$ cat src/rtl/adc_capture_pkg.sv
// Shared types and defaults for the ADC sample capture path.
package adc_capture_pkg;

    localparam int SEQ_W          = 8;
    localparam int DATA_W_DEF     = 16;
    localparam int FIFO_AW_DEF    = 4;
    localparam int ACCESS_CYC_DEF = 3;

    // One captured sample as it travels through the FIFO: sequence tag above data.
    typedef struct packed {
        logic [SEQ_W-1:0]      seq;
        logic [DATA_W_DEF-1:0] data;
    } sample_t;

    // Sequence numbers wrap naturally at 2**SEQ_W.
    function automatic logic [SEQ_W-1:0] seq_inc(input logic [SEQ_W-1:0] s);
        return s + 1'b1;
    endfunction

endpackage

$ cat src/rtl/adc_sample_fifo.sv
// Synchronous FIFO with a registered show-ahead output stage.
// The output register counts as one entry, so the memory never holds more
// than DEPTH-1 words. A push into an empty FIFO lands straight in the output
// register and is visible one cycle later.
module adc_sample_fifo #(
    parameter int WIDTH = 24,
    parameter int AW    = 4
) (
    input  logic             clk,
    input  logic             rst_n,
    input  logic             push,
    input  logic [WIDTH-1:0] push_data,
    input  logic             pop,
    output logic [WIDTH-1:0] out_data,
    output logic             out_valid,
    output logic             full,
    output logic [AW:0]      level
);
    localparam int DEPTH = 2 ** AW;

    logic [WIDTH-1:0] mem [DEPTH];
    logic [AW-1:0]    wr_ptr_reg, rd_ptr_reg;
    logic [AW:0]      mem_cnt_reg, level_reg;
    logic [WIDTH-1:0] out_data_reg;
    logic             out_valid_reg;

    logic pop_ok, push_ok, out_free, load_mem, load_direct, write_mem;

    // Handshake qualification and routing of the incoming word.
    always_comb begin
        pop_ok      = pop && out_valid_reg;
        push_ok     = push && (!full || pop_ok);
        out_free    = !out_valid_reg || pop_ok;
        load_mem    = out_free && (mem_cnt_reg != '0);
        load_direct = out_free && (mem_cnt_reg == '0) && push_ok;
        write_mem   = push_ok && !load_direct;
    end

    // Storage array write port (no reset so it maps onto block RAM).
    always_ff @(posedge clk) begin
        if (write_mem)
            mem[wr_ptr_reg] <= push_data;
    end

    // Pointers, counters and the registered output stage.
    always_ff @(posedge clk or negedge rst_n) begin
        if (!rst_n) begin
            wr_ptr_reg    <= '0;
            rd_ptr_reg    <= '0;
            mem_cnt_reg   <= '0;
            level_reg     <= '0;
            out_data_reg  <= '0;
            out_valid_reg <= 1'b0;
        end else begin
            if (write_mem)
                wr_ptr_reg <= wr_ptr_reg + 1'b1;
            if (load_mem) begin
                out_data_reg <= mem[rd_ptr_reg];
                rd_ptr_reg   <= rd_ptr_reg + 1'b1;
            end else if (load_direct) begin
                out_data_reg <= push_data;
            end
            if (out_free)
                out_valid_reg <= load_mem || load_direct;
            case ({write_mem, load_mem})
                2'b10:   mem_cnt_reg <= mem_cnt_reg + 1'b1;
                2'b01:   mem_cnt_reg <= mem_cnt_reg - 1'b1;
                default: mem_cnt_reg <= mem_cnt_reg;
            endcase
            case ({push_ok, pop_ok})
                2'b10:   level_reg <= level_reg + 1'b1;
                2'b01:   level_reg <= level_reg - 1'b1;
                default: level_reg <= level_reg;
            endcase
        end
    end

    assign out_data  = out_data_reg;
    assign out_valid = out_valid_reg;
    assign level     = level_reg;
    assign full      = (level_reg == (AW+1)'(DEPTH));

endmodule

$ cat src/rtl/adc_sample_capture.sv
// Captures ADC words on each rising edge of the read strobe, tags them with a
// sequence number and streams them out through a small FIFO.
module adc_sample_capture
    import adc_capture_pkg::*;
#(
    parameter int DATA_W        = DATA_W_DEF,
    parameter int FIFO_AW       = FIFO_AW_DEF,
    parameter int ACCESS_CYC    = ACCESS_CYC_DEF,
    parameter bit OFFSET_BINARY = 1'b0
) (
    input  logic              clk_100M,
    input  logic              Reset,
    input  logic              RD_18,
    input  logic [DATA_W-1:0] DB_18,
    input  logic              enable,
    input  logic              clr_flags,
    output logic [DATA_W-1:0] m_tdata,
    output logic [SEQ_W-1:0]  m_tuser,
    output logic              m_tvalid,
    input  logic              m_tready,
    output logic [FIFO_AW:0]  fifo_level,
    output logic              overflow,
    output logic              short_rd
);
    localparam int                CNT_W      = $clog2(ACCESS_CYC + 1);
    localparam logic [CNT_W-1:0]  ACCESS_LIM = CNT_W'(ACCESS_CYC);

    logic                    rd_q_reg;
    logic [CNT_W-1:0]        low_cnt_reg;
    logic [DATA_W-1:0]       hold_reg;
    logic [SEQ_W-1:0]        seq_reg;
    logic                    overflow_reg, short_rd_reg;

    logic                    rise_evt, rd_ok, push, short_evt, pop, drop, fifo_full;
    logic [DATA_W-1:0]       data_fmt;
    logic [SEQ_W+DATA_W-1:0] fifo_out;

    // Offset-binary to two's complement is just an MSB flip.
    generate
        if (OFFSET_BINARY) begin : g_offset_bin
            assign data_fmt = {~hold_reg[DATA_W-1], hold_reg[DATA_W-2:0]};
        end else begin : g_pass
            assign data_fmt = hold_reg;
        end
    endgenerate

    // Strobe-end classification: a long enough low run pushes, a short one flags.
    always_comb begin
        rise_evt  = !rd_q_reg && RD_18 && enable;
        rd_ok     = (low_cnt_reg >= ACCESS_LIM);
        push      = rise_evt && rd_ok;
        short_evt = rise_evt && !rd_ok;
        pop       = m_tvalid && m_tready;
        drop      = push && fifo_full && !pop;
    end

    // Strobe tracking, data hold, sequence counter and sticky flags.
    always_ff @(posedge clk_100M or negedge Reset) begin
        if (!Reset) begin
            rd_q_reg     <= 1'b1;
            low_cnt_reg  <= '0;
            hold_reg     <= '0;
            seq_reg      <= '0;
            overflow_reg <= 1'b0;
            short_rd_reg <= 1'b0;
        end else begin
            rd_q_reg <= RD_18;
            if (RD_18) begin
                low_cnt_reg <= '0;
            end else begin
                hold_reg <= DB_18;
                if (low_cnt_reg < ACCESS_LIM)
                    low_cnt_reg <= low_cnt_reg + 1'b1;
            end
            if (push)
                seq_reg <= seq_inc(seq_reg);
            if (drop)
                overflow_reg <= 1'b1;
            else if (clr_flags)
                overflow_reg <= 1'b0;
            if (short_evt)
                short_rd_reg <= 1'b1;
            else if (clr_flags)
                short_rd_reg <= 1'b0;
        end
    end

    adc_sample_fifo #(
        .WIDTH (SEQ_W + DATA_W),
        .AW    (FIFO_AW)
    ) u_fifo (
        .clk       (clk_100M),
        .rst_n     (Reset),
        .push      (push),
        .push_data ({seq_reg, data_fmt}),
        .pop       (m_tready),
        .out_data  (fifo_out),
        .out_valid (m_tvalid),
        .full      (fifo_full),
        .level     (fifo_level)
    );

    assign m_tuser  = fifo_out[SEQ_W+DATA_W-1:DATA_W];
    assign m_tdata  = fifo_out[DATA_W-1:0];
    assign overflow = overflow_reg;
    assign short_rd = short_rd_reg;

endmodule
$ cat config.mk
export PLATFORM = sky130hd
export DESIGN_NAME = adc_sample_capture
export DESIGN_NICKNAME = d
export VERILOG_FILES = /design/src/rtl/adc_capture_pkg.sv /design/src/rtl/adc_sample_fifo.sv /design/src/rtl/adc_sample_capture.sv
export SDC_FILE = /design/constraint.sdc
export NUM_CORES = 1
export LEC_CHECK = 0
export CAP_MARGIN = 20
export CORE_ASPECT_RATIO = 0.75
export CORE_MARGIN = 1.5
export CORE_UTILIZATION = 53
export CTS_CLUSTER_DIAMETER = 60
export DETAILED_ROUTE_END_ITERATION = 16
export GPL_TIMING_DRIVEN = 0
export PLACE_DENSITY = 0.7
export SYNTH_ARGS = -nofsm -noshare
export SYNTH_HDL_FRONTEND = slang
export SYNTH_SLANG_ARGS = --single-unit
$ cat constraint.sdc
create_clock -name clk_100M -period 11.45 [get_ports clk_100M]
set_clock_uncertainty 0.2 [all_clocks]
set_input_delay 2.29 -clock clk_100M [delete_from_list [all_inputs] [get_ports clk_100M]]
set_output_delay 2.29 -clock clk_100M [all_outputs]
set_load 0.01 [all_outputs]
==> impl_metrics.tcl <==
set metrics [dict create \
    outcome "finished, final reports clean" \
    cts_tree "built" \
    drt-pass1-iter-count 5 \
    drc 0 \
    yosysUniqueCellTypes 48 \
    grt_first_pass_wirelength_mm 64.3 \
    grt-ovfl-total 0 \
    max_freq_mhz 190 \
    insertion_delay_ns 0.57 \
    final_util_pct 62.9 \
    grt_use_total_pct 25.6 \
    worst_path_max_delay_cell "clkdlybuf4s50_1" \
    synth_top_area_cell "edfxtp_1" \
    ctsHtreeMaxLevel 2 \
    avgSynthCellArea_um2 18.1 \
    powerDensity_mw_per_mm2 224 \
    hold-worst-slack_ns 0.272 \
    initialDrtViolationCount 1162 \
    final_area_mm2 0.0212 \
    cts-resized-gates 0 \
    crit_chain "clkdlybuf4s50_1 -> and4b_1 -> buf_6 -> o21a_1 -> inv_1 -> a21oi_2 -> inv_1 -> ha_1 -> clkbuf_1 -> xor2_1 -> ha_1 -> o21a_1 -> o21ai_0 -> nand3b_1 -> a21oi_1 -> xor2_1" \
    synth_edf_count 384 \
    finalNetCount 1165 \
    core_mm2 0.0337 \
    rsz0062_at_grt "false" \
    wl_mm 43.6 \
    vdd_drop_max_mv 0.150 \
    synth_commonest_cells "384 x edfxtp_1, 84 x nand2_1, 71 x dfrtp_1" \
    gp_congestion 0.796 \
    clk_pin_slew_ns 0.07 \
    ant_nets 0 \
    period_share_pct 45.9 \
    worstPathMaxFanout 9 \
    post-place-cells 1532 \
    crit_buf_inv 5 \
    finalHoldViolCount 0 \
    portBuffers 53 \
    maxCapViolations 0 \
    p_comb_share_pct 28.4 \
    clock-sinks 456 \
    setup_tns_ns 0 \
    finalNonFillerCells 1611 \
    setup-violations-final 0 \
    setup_slack_ns 6.19 \
    post-dp-hpwl_mm 28.5 \
    worstMarginPinSlew_ns 1.06 \
    grt_max_degree 59 \
    crit_arrival_ns 5.55 \
    yosysMostFrequentCell "edfxtp_1" \
    io_pins 54 \
    die_h_um 163 \
    ys_ff_latch 456 \
    power_mw 4.74 \
    initial_core_util_pct 54.0 \
    swShare_pct 30.9 \
    ys.flop_type "edfxtp_1" \
    ys_seq_area_share_pct 73.3 \
    synth-async-reset-ratio_pct 15.8 \
    postCtsSetupRepairBufs 0 \
    rows 58 \
    synth_cells 1004 \
    vias 9810 \
    slowest_delay_ns 0.51 \
    p_leak_nw 7.30 \
    n_antenna_cell 0 \
    hp-class "flip-flop to flip-flop" \
    hold_buffers 0 \
    die_w_um 217 \
    crit_path_end_kind "flip-flop" \
    slew_viol_final 0 \
    root_buffer "clkbuf_16" \
    clockBufferDepth 3 \
    first_global_vias 9751 \
    antenna_found_initial 0 \
    layout-drive-gt1-share_pct 20.2 \
    synthToLayoutAreaGrowth_pct 16.5 \
    power_switching_mw 1.46 \
    routedWlPerCell_um 27.1 \
    synth_area_leaders "edfxtp_1 63%, dfrtp_1 9.8%, mux4_2 8.5%" \
    p_clk_share_pct 28.9 \
    synth_top_area_share_pct 63.4 \
    crit_type "primary input to flip-flop" \
    die_area_mm2 0.0355 \
    slew_headroom_pct 29.3 \
    cts_inserted_buffers 43 \
    dp_slack_ns 5.60 \
    largest_reg_flops 384 \
    worstSetupStartpointType "primary input" \
    syn_nets 1042 \
    place_area_mm2 0.0199 \
    vias_per_cell 6.09 \
    period_needed_ns 5.26 \
    seqPwrFrac_pct 42.7 \
    required_ns 11.74 \
    ys_warn_count 0 \
    crit_family "buffers and inverters" \
    synth_area_mm2 0.0182 \
    power.internal_mw 3.27 \
]
-- cell families (layout without fill, tap and decap cells) --
kind of cell             count (synthesis)  count (layout)  share of synthesized area (%)
XOR/XNOR                                25              25                           1.20
flip-flops                             456             456                           73.3
adder cells (fa/ha/maj)                 16              16                           1.14
AO/OA/AOI/OAI                          137             137                           5.17
AND/OR/NAND/NOR                        157             157                           3.79
buffers and inverters                   69             226                           2.34
multiplexers                           144             144                           13.1
-- placed cells by master (no fill, tap or decap), drive strengths merged, types with 2 or more instances in the layout --
master,netlist,final
o221a,4,4
ha,15,15
dfrtp,71,71
nor2b,4,4
a22oi,5,5
o21a,2,2
nand4,3,3
xnor2,12,12
nor2,29,29
bufinv,0,2
clkbuf,31,94
a221oi,10,10
o21ai,20,20
a21oi,33,33
xor2,13,13
mux2i,53,53
inv,11,12
clkdlybuf4s50,0,52
and2,3,3
o22ai,3,3
nor3,6,6
nand3,15,15
clkinv,0,12
nand2b,4,4
buf,27,53
edfxtp,384,384
nand2,85,85
and3,2,2
a31oi,21,21
mux4,72,72
mux2,19,19
nand3b,2,2
a21o,13,13
o211ai,8,8
a2bb2oi,17,17
-- area by class of cell --
class,count,area (µm²)
tap,450,563
inverter,11,41.3
multi-input combinational,479,4540
clock buffer,63,1180
timing repair buffer,78,997
fill,2397,12500
buffer,58,384
sequential,456,13300
clock inverter,16,141
-- routing by layer --
metal	share of wire [%]	vias up	routed length [µm]	global-route usage [%]
met4	2.0	0	879	6.12
li1	-	4209	-	-
met3	8.6	64	3740	6.70
met1	43	5133	18800	37.4
met5	0	-	0	0
met2	46	404	20200	39.0
-- worst reg2reg max path, stage by stage (launching register included) --
cell and delay (ns):
dfrtp_1 0.36, clkbuf_1 0.19, nor3_1 0.34, and2_1 0.18, clkbuf_1 0.22, nor2_1 0.14, clkbuf_8 0.21, clkbuf_8 0.22
ha_1 0.22, clkbuf_1 0.19, xor2_1 0.18, ha_1 0.23, o21a_1 0.17, o21ai_0 0.14, nand3b_1 0.10, a21oi_1 0.20
xor2_1 0.17
-- final timing paths --
| path | start | endpoint | slack (ns) | cells after the start |
|---|---|---|---|---|
| hold reg to reg | u_fifo.mem_cnt_reg[4] | u_fifo.mem_cnt_reg[4] | 0.27 | 1 |
| max in group asynchronous | Reset | data_fmt[8] | 8.98 | 2 |
| setup / recovery | RD_18 | u_fifo.mem_cnt_reg[4] | 6.19 | 16 |
| setup reg to reg | u_fifo.mem_cnt_reg[1] | u_fifo.mem_cnt_reg[4] | 7.72 | 16 |
| hold / removal | u_fifo.mem_cnt_reg[4] | u_fifo.mem_cnt_reg[4] | 0.27 | 1 |
| min in group asynchronous | Reset | u_fifo.mem_cnt_reg[2] | 1.40 | 1 |
-- power by group through the flow --
stage	Sequential (mW)	Combinational (mW)	Clock, mW
floorplan	2.04	0.857	0
global placement	2.05	1.31	0
detailed placement	2.06	1.35	0
CTS	2.02	1.35	1.39
global route	2.04	1.44	1.44
finish	2.02	1.35	1.37
Power figures use the tool's default switching activity.
